==> src/rtl/axis_kernel_stream_driver.sv <==
// Drives one generated message into an AXI-Stream kernel and collects its result stream.
// Optional build macro STALL_INJECT_EN throttles the result sink one cycle in four.
module axis_kernel_stream_driver #(
    parameter int unsigned DATA_W  = 64,
    parameter int unsigned TIMEOUT = 1024
) (
    input  logic              ap_clk,
    input  logic              ap_rst_n,
    input  logic              start,
    input  logic [7:0]        msg_len,
    input  logic [DATA_W-1:0] seed,
    input  logic              clear_err,
    output logic              input_stream_TVALID,
    input  logic              input_stream_TREADY,
    output logic [DATA_W-1:0] input_stream_TDATA,
    output logic              input_stream_TLAST,
    input  logic              output_stream_TVALID,
    output logic              output_stream_TREADY,
    input  logic [DATA_W-1:0] output_stream_TDATA,
    input  logic              output_stream_TLAST,
    output logic              busy,
    output logic              done,
    output logic              deadlock,
    output logic [7:0]        rx_count,
    output logic [DATA_W-1:0] rx_xor
);

    typedef enum logic [2:0] {
        StIdle,
        StSend,
        StRecv,
        StDone,
        StErr
    } state_e;

    localparam int unsigned    WdW     = 16;
    localparam logic [WdW-1:0] WdMax   = WdW'(TIMEOUT);
    localparam logic [WdW-1:0] WdLimit = WdW'(TIMEOUT - 1);

    state_e              state_q, state_d;
    logic [7:0]          len_q, len_d;
    logic [DATA_W-1:0]   seed_q, seed_d;
    logic [7:0]          idx_q, idx_d;
    logic [WdW-1:0]      wd_q, wd_d;
    logic [7:0]          rx_count_q, rx_count_d;
    logic [DATA_W-1:0]   rx_xor_q, rx_xor_d;

    logic                stall;
    logic                src_hs;
    logic                snk_hs;
    logic                last_idx;
    logic [WdW-1:0]      wd_inc;

`ifdef STALL_INJECT_EN
    logic [1:0] stall_cnt_q;

    always_ff @(posedge ap_clk) begin
        if (!ap_rst_n) begin
            stall_cnt_q <= 2'd0;
        end else begin
            stall_cnt_q <= stall_cnt_q + 2'd1;
        end
    end

    assign stall = (stall_cnt_q == 2'd3);
`else
    assign stall = 1'b0;
`endif

    assign last_idx = (idx_q == (len_q - 8'd1));
    assign src_hs   = (state_q == StSend) && input_stream_TREADY;
    assign snk_hs   = (state_q == StRecv) && !stall && output_stream_TVALID;
    assign wd_inc   = (wd_q >= WdMax) ? WdMax : (wd_q + 16'd1);

    // Watchdog defaults to zero, which covers both entry into SEND/RECV and idle states.
    always_comb begin
        state_d    = state_q;
        len_d      = len_q;
        seed_d     = seed_q;
        idx_d      = idx_q;
        wd_d       = '0;
        rx_count_d = rx_count_q;
        rx_xor_d   = rx_xor_q;

        unique case (state_q)
            StIdle: begin
                if (start && (msg_len != 8'd0)) begin
                    state_d    = StSend;
                    len_d      = msg_len;
                    seed_d     = seed;
                    idx_d      = 8'd0;
                    rx_count_d = 8'd0;
                    rx_xor_d   = '0;
                end
            end
            StSend: begin
                if (src_hs) begin
                    idx_d = idx_q + 8'd1;
                    if (last_idx) begin
                        state_d = StRecv;
                    end
                end else if (wd_q >= WdLimit) begin
                    state_d = StErr;
                end else begin
                    wd_d = wd_inc;
                end
            end
            StRecv: begin
                if (snk_hs) begin
                    rx_count_d = (rx_count_q == 8'hFF) ? rx_count_q : (rx_count_q + 8'd1);
                    rx_xor_d   = rx_xor_q ^ output_stream_TDATA;
                    if (output_stream_TLAST) begin
                        state_d = StDone;
                    end
                end else if (wd_q >= WdLimit) begin
                    state_d = StErr;
                end else begin
                    wd_d = wd_inc;
                end
            end
            StDone: begin
                state_d = StIdle;
            end
            StErr: begin
                if (clear_err) begin
                    state_d = StIdle;
                end
            end
            default: begin
                state_d = StIdle;
            end
        endcase
    end

    always_ff @(posedge ap_clk) begin
        if (!ap_rst_n) begin
            state_q    <= StIdle;
            len_q      <= 8'd0;
            seed_q     <= '0;
            idx_q      <= 8'd0;
            wd_q       <= '0;
            rx_count_q <= 8'd0;
            rx_xor_q   <= '0;
        end else begin
            state_q    <= state_d;
            len_q      <= len_d;
            seed_q     <= seed_d;
            idx_q      <= idx_d;
            wd_q       <= wd_d;
            rx_count_q <= rx_count_d;
            rx_xor_q   <= rx_xor_d;
        end
    end

    // Source outputs are gated to zero outside SEND so reset and idle present a clean bus.
    always_comb begin
        input_stream_TVALID  = 1'b0;
        input_stream_TDATA   = '0;
        input_stream_TLAST   = 1'b0;
        output_stream_TREADY = 1'b0;
        if (state_q == StSend) begin
            input_stream_TVALID = 1'b1;
            input_stream_TDATA  = seed_q + DATA_W'(idx_q);
            input_stream_TLAST  = last_idx;
        end
        if (state_q == StRecv) begin
            output_stream_TREADY = !stall;
        end
    end

    assign busy     = (state_q == StSend) || (state_q == StRecv);
    assign done     = (state_q == StDone);
    assign deadlock = (state_q == StErr);
    assign rx_count = rx_count_q;
    assign rx_xor   = rx_xor_q;

endmodule

==> config.mk <==
export PLATFORM = sky130hd
export DESIGN_NAME = axis_kernel_stream_driver
export DESIGN_NICKNAME = d
export VERILOG_FILES = /design/src/rtl/axis_kernel_stream_driver.sv
export SDC_FILE = /design/constraint.sdc
export NUM_CORES = 1
export LEC_CHECK = 0
export CAP_MARGIN = 20
export CORE_ASPECT_RATIO = 1.2
export CORE_UTILIZATION = 50
export CTS_CLUSTER_DIAMETER = 80
export CTS_CLUSTER_SIZE = 16
export DETAILED_ROUTE_END_ITERATION = 8
export PLACE_DENSITY = 0.86
export SETUP_SLACK_MARGIN = 0.1
export SYNTH_ARGS = -nofsm -noshare
export SYNTH_HDL_FRONTEND = slang
export SYNTH_SLANG_ARGS = --single-unit
==> constraint.sdc <==
create_clock -name ap_clk -period 7.2 [get_ports ap_clk]
set_input_delay 1.44 -clock ap_clk [delete_from_list [all_inputs] [get_ports ap_clk]]
set_output_delay 1.44 -clock ap_clk [all_outputs]
set_load 0.01 [all_outputs]
==> Word-level counts from Yosys, hierarchy flattened <==
Index checks and enable logic that the tools add are counted.
{ "op_classes": {"reduce_logical": 13, "order_cmp": 2, "add_sub_neg": 5, "n_mux": 26, "eq_ne": 13, "bitwise": 1} }
{ "ops": {"columns": ["operator", "n"], "rows": [
  ["$mux W64", 3],
  ["$pmux W64 S2", 1],
  ["$add A64 B8 Y64", 1],
  ["$mux W16", 4],
  ["$xor A64 B64 Y64", 1],
  ["$mux W8", 4],
  ["$pmux W16 S2", 1],
  ["$pmux W8 S2", 2],
  ["$mux W3", 7],
  ["$add A16 B1 Y16 const B", 1],
  ["$add A8 B1 Y8 const B", 2],
  ["$ge A16 B10 Y1 const B", 1],
  ["$ge A16 B11 Y1 const B", 1],
  ["$pmux W3 S4", 1],
  ["$ne A2 B2 Y1 const B", 5],
  ["$eq A8 B8 Y1", 1],
  ["$eq A8 B8 Y1 const B", 1],
  ["$reduce_and A4 Y1", 2],
  ["$reduce_bool A8 Y1", 1],
  ["$sub A8 B1 Y8 const B", 1],
  ["$eq A3 B2 Y1 const B", 2],
  ["$ne A3 B3 Y1 const B", 2],
  ["$reduce_and A3 Y1", 2],
  ["$reduce_bool A2 Y1", 2],
  ["7 further kinds", 11]
]} }
{ "word_totals": {"elab_cells": 67, "input_bits": 143, "output_inout_bits": 142, "reg_bits": 171} }

==> Depth between registers and ports, before layout <==
{ "logic_depth": {"word_depth": 5, "ltp_mapped": 10, "depth_no_buf": 8} }

==> Worst setup path after synthesis <==
OpenSTA, ideal clock, no wires.
{ "synth_timing": {"kind": "reg-to-output", "start": "register idx_q[0]", "end": "output port input_stream_TDATA[48]", "path_stages_with_launch": 10, "required_ns": 5.760, "arrival_time_ns": 2.282, "n_path_buf": 1, "path_slack_ns": 3.478, "cell_sequence": "dfxtp_1 -> ha_1 -> fa_1 -> a21o_1 -> a311o_1 -> o2111ai_1 -> clkbuf_1 -> nor4_1 -> xnor2_1 -> nor2_1"} }
{ "synth_via": {"elab_chain_len": 2} }
{ "synth_lines": {"columns": ["element", "line", "text"], "rows": [
  ["start: declaration", "43", "logic [7:0] idx_q, idx_d;"],
  ["start signal: assignment", "148", "idx_q <= idx_d;"],
  ["$add A64 B8 Y64", "163", "input_stream_TDATA = seed_q + DATA_W'(idx_q);"],
  ["$mux W64", "161", "if (state_q == StSend) begin"],
  ["end: declaration", "15", "output logic [DATA_W-1:0] input_stream_TDATA,"]
]} }
Every way passes these cells.

==> Final worst setup path <==
{ "layout_timing": {"start": "register idx_q[0]", "end": "output port input_stream_TDATA[63]"} }
The elaborated chain is that of the path after synthesis.

==> flow_summary.yaml <==
sta:
  fin_crit_sh_pct: 75.3
  drv_slew: 0
  tightestPinTransition_ns: 0.969
  slew_headroom_pct: 35.3
  setup_viol: 0
  finalSetupTns_ns: 0
  hold_violations: 0
  worst_clock_skew_ns: 0.00994
  max_freq_mhz: 184
  rsz0062_at_grt: "false"
  finalCriticalPeriod_ns: 5.42
detailed_routing:
  avgViaCountPerCell: 5.37
  wl_per_cell_um: 15.8
  num_vias: 8426
  dr.first_iter.drc_count: 409
  drtAntennaViolNets: 0
  dr.pass1.iters: 5
  drc_errors: 0
  wirelength_mm: 24.8
cts:
  cts_buffers: 17
  worstSkewPairLatency_ns: 0.43
  cts_resized: 0
  clk_path_buf_depth: 2
  root_buffer: "clkbuf_16"
  htree_levels: 4
  clk_pin_slew_worst_paths_ns: 0.06
  cts_tree: "yes"
  clkSinkCount: 171
  hold_buffers: 0
  post-cts-setup-buffers: 0
setup_path:
  cp_max_fo: 13
  path_class: "reg2out"
  cp.arrival_ns: 3.98
  critPathLaunchType: "register"
  cp-end-kind: "output pin"
  worstPathRequired_ns: 5.76
synthesis:
  synthAdderAreaFrac_pct: 2.13
  synth-simple-area-share_pct: 27.0
  synth_seq_cells: 171
  yosysSeqAreaShare_pct: 39.9
  syn-cell-area_um2: 8580
  synth_flop_cell: "dfxtp_1"
  synth_compound_area_share_pct: 13.5
  ys.warnings.count: 0
  post_synth.cell_area_avg_um2: 7.93
  synth_mux_area_share_pct: 0.117
  synth_xor_area_share_pct: 14.0
  synthDistinctLibCells: 54
  syn_inst: 1082
  synth_edf_count: 0
  synth_top_family_by_area: "simple AND/OR/NAND/NOR gates"
  synth-async-reset-ratio_pct: 0
place:
  io_buffers: 284
  gp_congestion: 0.905
  hpwl_mm: 18.1
final_layout:
  final_cell_mix: "clkdlybuf4s50_1, nand2_1, dfxtp_1"
  finalNetCount: 1499
  n_fill_cell: 1332
  syn_to_final_growth_pct: 41.6
  final_common_cell: "clkdlybuf4s50_1"
  drive_gt1_share_pct: 3.91
  diodes: 0
floorplanning:
  dieArea_um2: 17700
  coreArea_um2: 16900
  start_util_pct: 50.9
  ioPinCount: 285
  die_h_um: 145
  row_count: 52
  die_w_um: 122
run:
  max_cap_viol_count: 0
power_and_ir_drop:
  p_sw_w: 0.000674
  p_sw_share_pct: 27.4
  power_leakage_nw: 4.44
  pwr-share-comb_pct: 19.2
  power_frac_seq_pct: 43.7
  ir_drop_v: 0.000164
  power_w: 0.00246
  intPower_w: 0.00178
  clockPowerShare_pct: 37.1
  p_per_area_nw_per_um2: 202
grt:
  grt_max_degree: 86
  antenna_found_initial: 0
  grtUsageTotal_pct: 28.1
  grt_first_pass_wirelength_mm: 39.5
  globalRouteOverflowTotal: 0
  grt_pass1_vias: 8308
min_path:
  min_path_type: "reg2reg"
outcome:
  status: "complete, no violations"
-- final cells by class --
cell class	count	area, um^2	share of cell area, %
Clock buffer	22	474	3.90
Sequential cell	171	3420	28.2
Tap cell	216	270	2.23
Multi-Input combinational cell	846	4900	40.3
Inverter	13	48.8	0.402
Clock inverter	9	114	0.937
Timing Repair Buffer	293	2920	24.0
-- sequential cells by signal (all words and copies together) (netlist names) --
| name | cells |
|---|---|
| rx_xor | 64 |
| seed_q | 64 |
| wd_q | 16 |
| idx_q | 8 |
| len_q | 8 |
| rx_count | 8 |
| state_q | 3 |
-- cell families (layout without fill, tap and decap cells) --
logic type,Yosys count,after routing
other,1,6
flip-flops,171,171
XOR/XNOR,137,137
buffers and inverters,70,337
AND/OR/NAND/NOR,523,523
multiplexers,1,1
AO/OA/AOI/OAI,165,165
adder cells (fa/ha/maj),14,14
-- synthesized netlist by cell type, types with 2 or more instances --
| cell type | instances | share of area, % |
|---|---|---|
| o22ai_1 | 2 | 0.15 |
| or3_2 | 2 | 0.18 |
| o211ai_1 | 8 | 0.70 |
| o2111ai_1 | 9 | 0.92 |
| nand2b_1 | 2 | 0.15 |
| o21a_1 | 8 | 0.70 |
| and2_1 | 12 | 0.88 |
| xor2_1 | 111 | 11 |
| nor2b_1 | 3 | 0.22 |
| a211oi_1 | 2 | 0.18 |
| o31ai_1 | 5 | 0.44 |
| or3_1 | 11 | 0.80 |
| dfxtp_1 | 171 | 40 |
| o21ai_1 | 2 | 0.12 |
| a21oi_1 | 22 | 1.3 |
| ha_1 | 13 | 1.9 |
| and4_1 | 5 | 0.51 |
| a31oi_1 | 2 | 0.15 |
| buf_2 | 15 | 0.88 |
| nor3_1 | 20 | 1.2 |
| a21boi_0 | 77 | 6.7 |
| o21ai_0 | 16 | 0.93 |
| nor2_1 | 143 | 6.3 |
| and3_1 | 11 | 0.80 |
| nand3_1 | 36 | 2.1 |
| xnor2_1 | 26 | 2.7 |
| nand2_1 | 238 | 10 |
| clkbuf_1 | 42 | 1.8 |
| nor4_1 | 6 | 0.44 |
| or2_2 | 2 | 0.15 |
| a21o_1 | 4 | 0.35 |
| nand4_1 | 16 | 1.2 |
| inv_1 | 13 | 0.57 |
| or4_1 | 7 | 0.61 |
-- metal layers --
layer	part of all wire, %	track usage (%)	wire [um]
met3	8.1	7.41	2020
met4	3.4	12.4	833
met1	38	30.5	9360
met5	0	0	0
met2	51	50.3	12600
-- power by group through the flow --
stage / combinational (W) / clock, W / sequential, W
floorplan: 0.000239 / 0 / 0.00109
global placement: 0.000461 / 0 / 0.00109
detailed placement: 0.000473 / 0 / 0.00109
CTS: 0.000476 / 0.000926 / 0.00107
global route: 0.000517 / 0.000971 / 0.00108
finish: 0.000473 / 0.000912 / 0.00107
-- final timing paths --
check | startpoint | to | slack (ns) | cells past startpoint
max | idx_q[0] | input_stream_TDATA[63] | 1.78 | 8
min | wd_q[0] | wd_q[0] | 0.47 | 1
max reg2reg | state_q[0] | rx_count[3] | 4.51 | 7
min reg2reg | wd_q[0] | wd_q[0] | 0.47 | 1
-- per-stage QoR --
step | setup WS [ns] | area, um^2 | std cells | util, % | hold slack (ns)
finish | 1.78 | 12100 | 1570 | 72.1 | 0.465
global route | 1.52 | 12100 | 1570 | 72.1 | 0.492
CTS | 1.78 | 12100 | 1570 | 72.1 | 0.464
detailed placement | 2.29 | 11600 | 1539 | 68.6 | 0.456
global placement | 2.39 | 11500 | 1538 | 68.5 | 0.446
floorplan | 3.48 | 8590 | 1087 | - | 0.430
-- critical path, cell delays in order (launching register included) --
cell	delay [ns]
dfxtp_1	0.50
ha_1	0.25
a21o_1	0.14
nand4_1	0.20
a211oi_1	0.57
o2111ai_1	0.53
or4_1	0.64
a21oi_1	0.16
clkdlybuf4s50_1	0.55
Power figures use the tool's default switching activity.
